[src/rtl/count_run_ctrl_pkg.sv]
// Shared definitions for the count-run control block and its consumers
// (BCD counter, 7-segment display) that decode the run status.
//   run_state_t : FSM state encoding, also exported on the state port.
//   next_state  : run/pause transition on a debounced run press. Clear is
//                 handled by the caller because it overrides everything.
package count_ctrl_pkg;

  typedef enum logic [1:0] {
    IDLE  = 2'b00,
    RUN   = 2'b01,
    PAUSE = 2'b10
  } run_state_t;

  function automatic run_state_t next_state(input run_state_t cur,
                                            input logic       run_press);
    run_state_t nxt;
    nxt = cur;
    case (cur)
      IDLE:    if (run_press) nxt = RUN;
      RUN:     if (run_press) nxt = PAUSE;
      PAUSE:   if (run_press) nxt = RUN;
      default: nxt = IDLE;  // 2'b11 is unreachable; recover to IDLE
    endcase
    return nxt;
  endfunction

endpackage

[src/rtl/count_run_ctrl_if.sv]
// Bundle between the run controller and its surroundings.
//   btn_run, btn_clr : raw push-buttons into the controller
//   tick             : one-cycle count enable
//   clr              : one-cycle synchronous clear for the counter
//   running, state   : status for display/decoding
// master = the controller side, slave = the buttons/counter side.
interface count_run_ctrl_if;
  import count_ctrl_pkg::*;

  logic       btn_run;
  logic       btn_clr;
  logic       tick;
  logic       clr;
  logic       running;
  run_state_t state;

  modport master (
    input  btn_run, btn_clr,
    output tick, clr, running, state
  );

  modport slave (
    output btn_run, btn_clr,
    input  tick, clr, running, state
  );

endinterface

[src/rtl/count_run_ctrl_btn_debounce.sv]
// Single push-button conditioner.
//   clk, rst : system clock, asynchronous active-low reset
//   btn_raw  : asynchronous, bouncy, active-high button
//   level    : debounced button level
//   press    : one-cycle pulse on a debounced rising edge of level
// The raw input goes through a 2-FF synchroniser; the synchronised value
// must differ from level for DEBOUNCE_CYC consecutive cycles before level
// follows it. Any return to level restarts the count.
module btn_debounce #(
  parameter int DEBOUNCE_CYC = 1_000_000
) (
  input  logic clk,
  input  logic rst,
  input  logic btn_raw,
  output logic level,
  output logic press
);

  localparam int DB_W = $clog2(DEBOUNCE_CYC + 1);
  localparam logic [DB_W-1:0] DB_LAST = DB_W'(DEBOUNCE_CYC - 1);

  logic            sync_p0;
  logic            sync_p1;
  logic [DB_W-1:0] cnt;
  logic            level_q;

  // synchroniser stages
  always_ff @(posedge clk or negedge rst) begin
    if (!rst) begin
      sync_p0 <= 1'b0;
      sync_p1 <= 1'b0;
    end else begin
      sync_p0 <= btn_raw;
      sync_p1 <= sync_p0;
    end
  end

  // debounce counter and accepted level
  always_ff @(posedge clk or negedge rst) begin
    if (!rst) begin
      cnt     <= '0;
      level   <= 1'b0;
      level_q <= 1'b0;
    end else begin
      level_q <= level;
      if (sync_p1 == level) begin
        cnt <= '0;
      end else if (cnt == DB_LAST) begin
        level <= sync_p1;
        cnt   <= '0;
      end else begin
        cnt <= cnt + DB_W'(1);
      end
    end
  end

  // only the press edge matters; releases are ignored
  assign press = level & ~level_q;

endmodule

[src/rtl/count_run_ctrl.sv]
// Run/pause/clear controller feeding the BCD counter.
//   clk  : system clock
//   rst  : asynchronous active-low reset
//   bus  : count_run_ctrl_if.master
//          btn_run/btn_clr in (raw buttons), tick/clr/running/state out
// While in RUN a one-cycle tick is produced every TICK_DIV cycles. PAUSE
// freezes the divider so the tick phase survives a pause/resume. A clear
// press forces IDLE, zeroes the divider, suppresses a coincident tick and
// emits a one-cycle clr. All outputs are registered.
module count_run_ctrl
  import count_ctrl_pkg::*;
#(
  parameter int DEBOUNCE_CYC = 1_000_000,
  parameter int TICK_DIV     = 33_554_432
) (
  input  logic              clk,
  input  logic              rst,
  count_run_ctrl_if.master  bus
);

  localparam int DIV_W = $clog2(TICK_DIV);
  localparam logic [DIV_W-1:0] DIV_LAST = DIV_W'(TICK_DIV - 1);

  logic             run_press;
  logic             clr_press;
  logic             run_level;
  logic             clr_level;
  logic             levels_unused;

  run_state_t       state_q;
  run_state_t       nxt;
  logic [DIV_W-1:0] div;
  logic             tick_q;
  logic             clr_q;
  logic             running_q;

  btn_debounce #(.DEBOUNCE_CYC(DEBOUNCE_CYC)) u_db_run (
    .clk     (clk),
    .rst     (rst),
    .btn_raw (bus.btn_run),
    .level   (run_level),
    .press   (run_press)
  );

  btn_debounce #(.DEBOUNCE_CYC(DEBOUNCE_CYC)) u_db_clr (
    .clk     (clk),
    .rst     (rst),
    .btn_raw (bus.btn_clr),
    .level   (clr_level),
    .press   (clr_press)
  );

  // the controller acts on press edges only; levels stay local
  assign levels_unused = run_level ^ clr_level;

  // clear overrides any run/pause transition in the same cycle
  always_comb begin
    nxt = next_state(state_q, run_press);
    if (clr_press) nxt = IDLE;
  end

  // FSM and status registers
  always_ff @(posedge clk or negedge rst) begin
    if (!rst) begin
      state_q   <= IDLE;
      running_q <= 1'b0;
      clr_q     <= 1'b0;
    end else begin
      state_q   <= nxt;
      running_q <= (nxt == RUN);
      clr_q     <= clr_press;
    end
  end

  // divider acts on the current state, so a pause press on the terminal
  // cycle still lets that tick out before the divider freezes
  always_ff @(posedge clk or negedge rst) begin
    if (!rst) begin
      div    <= '0;
      tick_q <= 1'b0;
    end else if (clr_press) begin
      div    <= '0;
      tick_q <= 1'b0;
    end else begin
      case (state_q)
        RUN: begin
          if (div == DIV_LAST) begin
            div    <= '0;
            tick_q <= 1'b1;
          end else begin
            div    <= div + DIV_W'(1);
            tick_q <= 1'b0;
          end
        end
        PAUSE: begin
          tick_q <= 1'b0;
        end
        default: begin
          div    <= '0;
          tick_q <= 1'b0;
        end
      endcase
    end
  end

  assign bus.tick    = tick_q;
  assign bus.clr     = clr_q;
  assign bus.running = running_q;
  assign bus.state   = state_q;

endmodule

[src/flat_wrapper.sv]
// flat-port wrapper written by rule: the top's interface ports become plain ports
module count_run_ctrl_flat import count_ctrl_pkg::*;
#(
  parameter int DEBOUNCE_CYC = 1_000_000,
  parameter int TICK_DIV     = 33_554_432
)
  (clk, rst, bus_btn_run, bus_btn_clr, bus_tick, bus_clr, bus_running, bus_state);
  count_run_ctrl_if bus_i ();
  input  logic clk;
  input  logic rst;
  input wire logic [$bits(bus_i.btn_run)-1:0] bus_btn_run;
  input wire logic [$bits(bus_i.btn_clr)-1:0] bus_btn_clr;
  output wire logic [$bits(bus_i.tick)-1:0] bus_tick;
  output wire logic [$bits(bus_i.clr)-1:0] bus_clr;
  output wire logic [$bits(bus_i.running)-1:0] bus_running;
  output wire logic [$bits(bus_i.state)-1:0] bus_state;
  assign bus_i.btn_run = bus_btn_run;
  assign bus_i.btn_clr = bus_btn_clr;
  assign bus_tick = bus_i.tick;
  assign bus_clr = bus_i.clr;
  assign bus_running = bus_i.running;
  assign bus_state = bus_i.state;
  count_run_ctrl #(.DEBOUNCE_CYC(DEBOUNCE_CYC), .TICK_DIV(TICK_DIV)) u_core (.clk(clk), .rst(rst), .bus(bus_i));
endmodule
[config.mk]
export PLATFORM = sky130hd
export DESIGN_NAME = count_run_ctrl_flat
export DESIGN_NICKNAME = d
export VERILOG_FILES = /design/src/rtl/count_run_ctrl_pkg.sv /design/src/rtl/count_run_ctrl_if.sv /design/src/rtl/count_run_ctrl_btn_debounce.sv /design/src/rtl/count_run_ctrl.sv /design/src/flat_wrapper.sv
export SDC_FILE = /design/constraint.sdc
export NUM_CORES = 1
export LEC_CHECK = 0
export CORE_MARGIN = 5
export CORE_UTILIZATION = 50
export CTS_BUF_LIST = sky130_fd_sc_hd__clkbuf_16
export DETAILED_ROUTE_END_ITERATION = 10
export GPL_ROUTABILITY_DRIVEN = 0
export GPL_TIMING_DRIVEN = 0
export PLACE_DENSITY = 0.68
export SYNTH_ARGS = -nofsm -noshare
export SYNTH_HDL_FRONTEND = slang
export SYNTH_SLANG_ARGS = --single-unit
[constraint.sdc]
create_clock -name clk -period 2.4 [get_ports clk]
set_input_delay 0.24 -clock clk [delete_from_list [all_inputs] [get_ports clk]]
set_output_delay 0.24 -clock clk [all_outputs]
set_load 0.01 [all_outputs]
**After elaboration in Yosys (flattened, before gate mapping)**

Index checks and enable logic that the tools add are counted.

- Add/sub/neg operators: 3
- Mux-type cells: 14
- Reduce and logical (&&, ||, !) cells: 4
- Equal/unequal tests: 9
- Bitwise logic cells: 6

Operator list:

| kind | count |
|---|---|
| $mux 20 | 4 |
| $mux 25 | 2 |
| $pmux 25 s2 | 1 |
| $add 20x1->20 const B | 2 |
| $eq 20x20->1 const B | 2 |
| $add 25x1->25 const B | 1 |
| $eq 25x25->1 const B | 1 |
| $mux 2 | 3 |
| $eq 2x1->1 const B | 2 |
| $not 1->1 | 4 |
| $pmux 2 s2 | 1 |
| $reduce_and 2->1 | 2 |
| $mux 1 | 3 |
| $and 1x1->1 | 2 |
| $eq 1x1->1 | 2 |
| $eq 2x2->1 const B | 1 |
| $logic_not 2->1 | 1 |
| $ne 2x1->1 const B | 1 |
| $reduce_or 2->1 | 1 |

- Output and inout bits: 5
- Input port bits: 4
- Register bits: 78

**Logic depth before layout (Yosys ltp)**

Gate-level depths: netlist of the first run.

- Depth in word-level cells: 6
- Depth in mapped cells: 8

**Hierarchy**

A second synthesis of the first run with hierarchy kept.

- Cell total of the unflattened synthesis: 392
- Area total of the unflattened synthesis: 3,872.5 µm²

Modules (own cells, without submodules):

| module | instances | cells each | area an instance (µm²) | seq. area each (µm²) |
|---|---|---|---|---|
| btn_debounce | 2 | 110 | 1,146.1 | 600.6 |
| count_run_ctrl | 1 | 172 | 1,580.3 | 750.7 |

**Worst setup path after synthesis of the first run**

No wires, ideal clock.

- Kind: flip-flop to flip-flop
- From: register u_core.div[0]
- To: register u_core.div[0]
- Stages on the path, launching flop included: 8
- Path slack: 0.518 ns
- Data arrival time: 1.758 ns
- Data required time: 2.275 ns
- Library setup time: 0.125 ns
- Period minus slack after synthesis: 1.882 ns
- Cell sequence: dfrtp_1 -> ha_1 -> nand4_1 -> nor3_4 -> a41oi_2 -> buf_6 -> buf_6 -> mux2_2

- Longest elaborated chain between the ends: 4

RTL lines:

| what | line | source |
|---|---|---|
| from (decl) | count_run_ctrl.sv:32 | `logic [DIV_W-1:0] div;` |
| from (signal assigned) | count_run_ctrl.sv:91 | `div <= div + DIV_W'(1);` |
| $add 25x1->25 or $eq 25x25->1 (tied branches) | count_run_ctrl.sv:91, count_run_ctrl.sv:87 |  |
| $mux 25 * | count_run_ctrl.sv:87 | `if (div == DIV_LAST) begin` |
| $pmux 25 s2 * | count_run_ctrl.sv:85 | `case (state_q)` |
| $mux 25 * | count_run_ctrl.sv:81 | `end else if (clr_press) begin` |

Mark *: on every way between the ends. The rest lies on a longest branch, timed or not.
A chain may end at the register's enable or synchronous reset.

**Worst setup path after layout of the first run**

- From: register u_core.div[0]
- To: register u_core.div[5]

Same word-level chain as after synthesis.

==> impl_metrics.csv, run 1 <==
group,metric,value,unit
sta,fin_crit,2.235,ns
sta,grt_setup_unrepaired,"yes",
cells_and_area,multi_input_area,1752,sq um
placement,pre_cts_ws,0.1671,ns
status,status,"complete, no violations",
drt,detail_route.wl_per_cell,14.51,um
setup_path,crit_type,"flip-flop to flip-flop",
cts,cts_setup_buffers,0,
grt,overflow,0,
sta,timing.final.crit_share,0.9314,
drt,route.detailed.drc,0,
die,fp.dieArea,9432,sq um
setup_path,rrSetupSlack,0.16,ns
sta,tightestPinTransition,1.128,ns
cts,cts_tree,"yes",
setup_path,endpoint_kind,"flip-flop",
yosys,syn_inst,389,
die,die_h,97.12,um
sta,setup_tns,0,ns
power_and_ir_drop,power,2.848,mW
cells_and_area,final_nets,417,
setup_path,crit_path_top_delay_cell,"dfrtp_1",
die,rows,31,
sta,setup_slack,0.1646,ns
yosys,yosysSeqAreaShare,0.5143,
placement,dp_cells,497,
grt,grt.total_usage,0.1630,
sta,fmax,447.3,MHz
yosys,yosysTopAreaCell,"dfrtp_1",
cells_and_area,final_cell_area,4363,sq um
cts,clk_pin_slew,0.06,ns
power_and_ir_drop,power_frac_seq,0.469,
yosys,ys_ff_latch,78,
cells_and_area,syn2layout_area_growth,14.97,%
yosys,synth_area,3795,sq um
yosys,synth.distinct_cells,43,
cells_and_area,final_cells,514,
yosys,synth_top_area_frac,0.5143,
cts,cts.path.max_buffers,2,
sta,finClkSkew,0.006654,ns
yosys,synth_edf_count,0,
power_and_ir_drop,power_per_cell_area,652.8,nW/um^2
run,cap_violations,0,
power_and_ir_drop,pwr-share-comb,0.024,
drt,via_count,2875,
power_and_ir_drop,clkPwrFrac,0.507,
setup_path,worstPathCellList,"ha_1, nand4_1, nor3_4, a41oi_2, buf_6, buf_2, a21oi_1, a31oi_1",
power_and_ir_drop,switchingPower,0.5862,mW
die,io_pins,9,
yosys,postSynthAreaPerCell,9.756,sq um
setup_path,crit_family,"simple AND/OR/NAND/NOR gates",
cts,clock_latency,0.33,ns
sta,max_slew_margin,0.2464,
cells_and_area,fin_util,0.5952,
grt,grt_max_degree,59,
cells_and_area,drive_gt1_frac,0.09157,
power_and_ir_drop,leakage,1.824,nW
yosys,yosysMostFrequentCell,"dfrtp_1",
drt,final_antenna_net_count,0,
cts,cts.sinks,78,
yosys,synthFlopType,"dfrtp_1",
grt,grt_pass1_wl,12810,um
setup_path,required,2.59,ns
cells_and_area,n_antenna_cell,0,
placement,portBuffers,8,
sta,holdWs,0.3426,ns
cts,cts_buffers,9,
power_and_ir_drop,power.internal,2.262,mW
drt,drtIter0Drc,131,
grt,antenna_found_initial,0,
placement,dpl.hpwl,4965,um
sta,setup-violations-final,0,
yosys,syn-num-nets,396,
power_and_ir_drop,vdd_drop_max,0.4361,mV
setup_path,critPathArrivalTime,2.42,ns
power_and_ir_drop,sw_frac_of_total,0.2058,
cells_and_area,register_area,1952,sq um
drt,drt_first_pass_iters,4,
die,core_area,7331,sq um
yosys,ys_async_sr_fraction,1.000,
drt,viasPerCell,5.593,
setup_path,worstPathMaxFanout,10,
setup_path,crit_buf_inv,2,
grt,first_global_vias,2729,
setup_path,crit_path_max_incr_delay,0.39,ns
die,die_w,97.12,um
sta,maxSlewViolCount,0,
placement,place_area,4024,sq um
cts,ctsRootBufferMaster,"clkbuf_16",
drt,totalWireLength,7460,um
min_path,min_path_type,"input pin to async pin",
yosys,ys_top_cells_by_area,"dfrtp_1 (51%), nor2_1 (6.2%), xnor2_1 (5.5%), nand3_1 (3.6%), nand2_1 (3.4%)",
yosys,synth.top_cells.by_count,"dfrtp_1 (78), nor2_1 (63), nand2_1 (34)",
yosys,yosysWarnings,0,
sta,hold_viol,0,
setup_path,startpoint_type,"flip-flop",
die,start_util,0.5177,
cells_and_area,fill_cells,608,
cts,h-tree-depth,3,
kinds of logic after synthesis:
family | Yosys count | share of synthesized area
xor gates and xnor gates | 38 | 0.08770
DFF | 78 | 0.5143
AOI/OAI and AO/OA | 56 | 0.09133
muxes | 5 | 0.01451
buffers and inverters | 20 | 0.02572
and+or+nand+nor | 189 | 0.2565
adders and majority gates | 3 | 0.009892
power groups by stage:
| stage | Combinational [mW] | Clock [mW] | Sequential [mW] |
|---|---|---|---|
| CTS | 0.0711 | 1.48 | 1.34 |
| detailed placement | 0.0697 | 0 | 1.36 |
| global route | 0.0784 | 1.54 | 1.34 |
| global placement | 0.0633 | 0 | 1.36 |
| finish | 0.0674 | 1.44 | 1.34 |
| floorplan | 0.0263 | 0 | 1.36 |
state kept, by name, summed over array words and instances (netlist names), 2 cells and up:
name and count:
u_core.bus.state 2, u_core.u_db_clr.cnt 20, u_core.u_db_run.cnt 20, u_core.div 25
metal layers:
| metal | vias up | wire [um] | GRT usage |
|---|---|---|---|
| li1 | 1420 | - | - |
| met1 | 1389 | 3666 | 0.2315 |
| met2 | 57 | 3337 | 0.2458 |
| met3 | 9 | 364 | 0.04594 |
| met4 | 0 | 92 | 0.04212 |
| met5 | - | 0 | 0 |
worst paths after layout:
path | startpoint | to | cells past startpoint
max | u_core.div[0]$_DFFE_PN0P_ | u_core.div[5]$_DFFE_PN0P_ | 8
max reg2reg | u_core.div[0]$_DFFE_PN0P_ | u_core.div[5]$_DFFE_PN0P_ | 8
min in group clk | bus_btn_clr | u_core.u_db_clr.sync_p0$_DFF_PN0_ | 1
min reg2reg | u_core.u_db_clr.sync_p0$_DFF_PN0_ | u_core.u_db_clr.sync_p1$_DFF_PN0_ | 0
max in group asynchronous | rst | u_core.u_db_run.cnt[6]$_DFF_PN0_ | 3
min | rst | u_core.u_db_clr.cnt[11]$_DFF_PN0_ | 2
final cells by class:
| cell class | count | share of cell area |
|---|---|---|
| Multi-Input combinational cell | 291 | 0.4015 |
| Tap cell | 99 | 0.02839 |
| Clock inverter | 7 | 0.02237 |
| Clock buffer | 9 | 0.05162 |
| Sequential cell | 78 | 0.4474 |
| Buffer | 13 | 0.01635 |
| Inverter | 7 | 0.006022 |
| Timing Repair Buffer | 10 | 0.02638 |
what timing repair did:
item / in CTS / in global routing
gates resized for setup: 0 / 1
hold endpoints to repair: 20 / 0
endpoints found under the setup margin: 0 / 1
hold buffers: 1 / 0
placed cells by master, fill, tap and decap left out, types with 4 or more instances in the layout:
cell type and count:
nor3_1 10, and4_1 8, clkbuf_1 6, xnor2_1 24, nor4_1 4, a41oi_1 5, a31oi_1 16, inv_1 8
clkbuf_16 9, xor2_1 14, and3_1 8, nand3_1 27, nand4_1 13, nor2_1 63, mux2_2 4, dfrtp_1 78
clkdlybuf4s50_1 7, o21ai_0 18, a21oi_1 11, nand2_1 34
worst reg2reg max path, stage by stage, from the launching register on:
cell,delay (ns)
dfrtp_1,0.39
ha_1,0.22
nand4_1,0.29
nor3_4,0.38
a41oi_2,0.22
buf_6,0.19
buf_2,0.19
a21oi_1,0.15
a31oi_1,0.05
No activity file was read; power rests on OpenSTA's default activity.
==> run 2, diff against run 1 <==
PLACE_DENSITY = 0.67   (was 0.68)
==> impl_metrics.csv, run 2 (synthesis results as in run 1) <==
group,metric,value,unit
cells_and_area,drive_gt1_frac,0.09592,
cells_and_area,final_nets,419,
sta,hold_viol,0,
cts,cts_buffers,9,
placement,dpl.hpwl,4935,um
die,start_util,0.5177,
grt,grt_max_degree,57,
cells_and_area,fin_util,0.5994,
placement,dp_cells,497,
drt,detail_route.wl_per_cell,14.33,um
placement,portBuffers,8,
sta,max_slew_margin,0.3060,
die,io_pins,9,
cts,ctsRootBufferMaster,"clkbuf_16",
sta,maxSlewViolCount,0,
drt,via_count,2867,
power_and_ir_drop,switchingPower,0.5771,mW
cts,h-tree-depth,3,
die,core_area,7331,sq um
sta,fin_crit,2.160,ns
drt,drtIter0Drc,177,
power_and_ir_drop,pwr-share-comb,0.023,
die,die_h,97.12,um
sta,finClkSkew,0.006887,ns
power_and_ir_drop,power.internal,2.358,mW
power_and_ir_drop,vdd_drop_max,0.4167,mV
run,cap_violations,0,
setup_path,endpoint_kind,"flip-flop",
power_and_ir_drop,leakage,1.839,nW
drt,route.detailed.drc,0,
cts,clk_pin_slew,0.06,ns
cells_and_area,syn2layout_area_growth,15.79,%
power_and_ir_drop,sw_frac_of_total,0.1966,
cells_and_area,reg.largest.list,"u_core.div: 25 flops, u_core.u_db_clr.cnt: 20 flops, u_core.u_db_run.cnt: 20 flops",
drt,totalWireLength,7395,um
power_and_ir_drop,power_per_cell_area,668.0,nW/um^2
drt,viasPerCell,5.556,
cts,clock_latency,0.33,ns
setup_path,required,2.59,ns
sta,timing.final.crit_share,0.8999,
setup_path,crit_type,"flip-flop to flip-flop",
grt,first_global_vias,2772,
die,rows,31,
power_and_ir_drop,power,2.936,mW
sta,setup_tns,0,ns
cells_and_area,layout_common_cells,"dfrtp_1 (78), nor2_1 (63), nand2_1 (34)",
cells_and_area,n_antenna_cell,0,
status,status,"complete, no violations",
power_and_ir_drop,power_frac_seq,0.456,
grt,grt_pass1_wl,13080,um
die,die_w,97.12,um
cells_and_area,largest_register_ffs,25,
sta,tightestPinTransition,1.039,ns
drt,drt_first_pass_iters,4,
power_and_ir_drop,clkPwrFrac,0.521,
setup_path,startpoint_type,"flip-flop",
cells_and_area,top_register,"u_core.div",
sta,setup-violations-final,0,
die,fp.dieArea,9432,sq um
cells_and_area,final_cells,516,
drt,final_antenna_net_count,0,
grt,overflow,0,
cts,cts_tree,"yes",
grt,grt.total_usage,0.1690,
grt,antenna_found_initial,0,
setup_path,critPathArrivalTime,2.35,ns
cts,cts.path.max_buffers,2,
cts,cts.sinks,78,
setup_path,worstPathMaxFanout,10,
sta,grt_setup_unrepaired,"no",
sta,fmax,463.0,MHz
min_path,min_path_type,"input pin to async pin",
cells_and_area,layout_commonest_cell,"dfrtp_1",
-- run 2: cell types whose count changed in the layout (fill, tap and decap cells not counted), sizes merged --
| cell | delta |
|---|---|
| bufinv | +1 |
| clkinv | -1 |
| inv | -1 |
| clkinvlp | +1 |
| buf | +2 |
-- run 2: metrics by stage --
step / hold WS [ns] / cell area, sq um / setup slack, ns
2_1_floorplan: -0.05559 / 3795 / 0.5177
3_3_place_gp: 0.3322 / 3999 / -1.689
3_5_place_dp: 0.1647 / 4024 / 0.1357
4_1_cts: 0.3394 / 4373 / 0.08497
5_1_grt: 0.3438 / 4394 / 0.07754
6_report: 0.3456 / 4394 / 0.2401
-- run 2: cell type report --
type	count	area [sq um]
Tap cell	99	123.9
Inverter	7	26.28
Timing Repair Buffer	12	130.1
Multi-Input combinational cell	291	1752
Fill cell	625	2937
Clock inverter	7	113.9
Buffer	13	71.32
Clock buffer	9	225.2
Sequential cell	78	1952
-- run 2: worst paths after layout --
check                                                     to  depth (start not counted)  slack (ns)                               from
hold / removal             u_core.u_db_clr.cnt[10]$_DFF_PN0_                          2        0.35                                rst
hold reg to reg            u_core.u_db_run.sync_p1$_DFF_PN0_                          0        0.37  u_core.u_db_run.sync_p0$_DFF_PN0_
min in group clk           u_core.u_db_run.sync_p0$_DFF_PN0_                          1        0.35                        bus_btn_run
setup reg to reg                  u_core.div[21]$_DFFE_PN0P_                          9        0.24          u_core.div[0]$_DFFE_PN0P_
max in group asynchronous  u_core.u_db_clr.sync_p1$_DFF_PN0_                          3        1.48                                rst
setup / recovery                  u_core.div[21]$_DFFE_PN0P_                          9        0.24          u_core.div[0]$_DFFE_PN0P_
-- run 2: routing by layer --
metal / vias up / global-route usage / part of all wire
met1: 1380 / 0.2503 / 0.49
li1: 1425 / - / -
met3: 12 / 0.04092 / 0.046
met2: 50 / 0.2373 / 0.45
met5: - / 0 / 0
met4: 0 / 0.06587 / 0.019
-- run 2: repair_timing --
item / 4_1_cts / 5_1_grt
setup buffers: 0 / 2
hold endpoints to repair: 22 / 0
endpoints found under the setup margin: 0 / 13
gates resized for setup: 0 / 1
hold buffers: 1 / 0
-- run 2: power groups by stage --
stage	clock network (mW)	logic (mW)	registers, mW
6_report	1.53	0.0679	1.34
3_3_place_gp	0	0.0639	1.36
5_1_grt	1.64	0.0790	1.34
4_1_cts	1.56	0.0715	1.34
2_1_floorplan	0	0.0263	1.36
3_5_place_dp	0	0.0704	1.36
-- run 2: worst max-delay path: stages (launching register included) --
cell and delay (ns):
dfrtp_1 0.39, ha_1 0.22, nand4_1 0.10, buf_4 0.17, nor3_4 0.33, a41oi_2 0.22
buf_6 0.19, buf_2 0.20, a21oi_1 0.15, a31oi_1 0.05
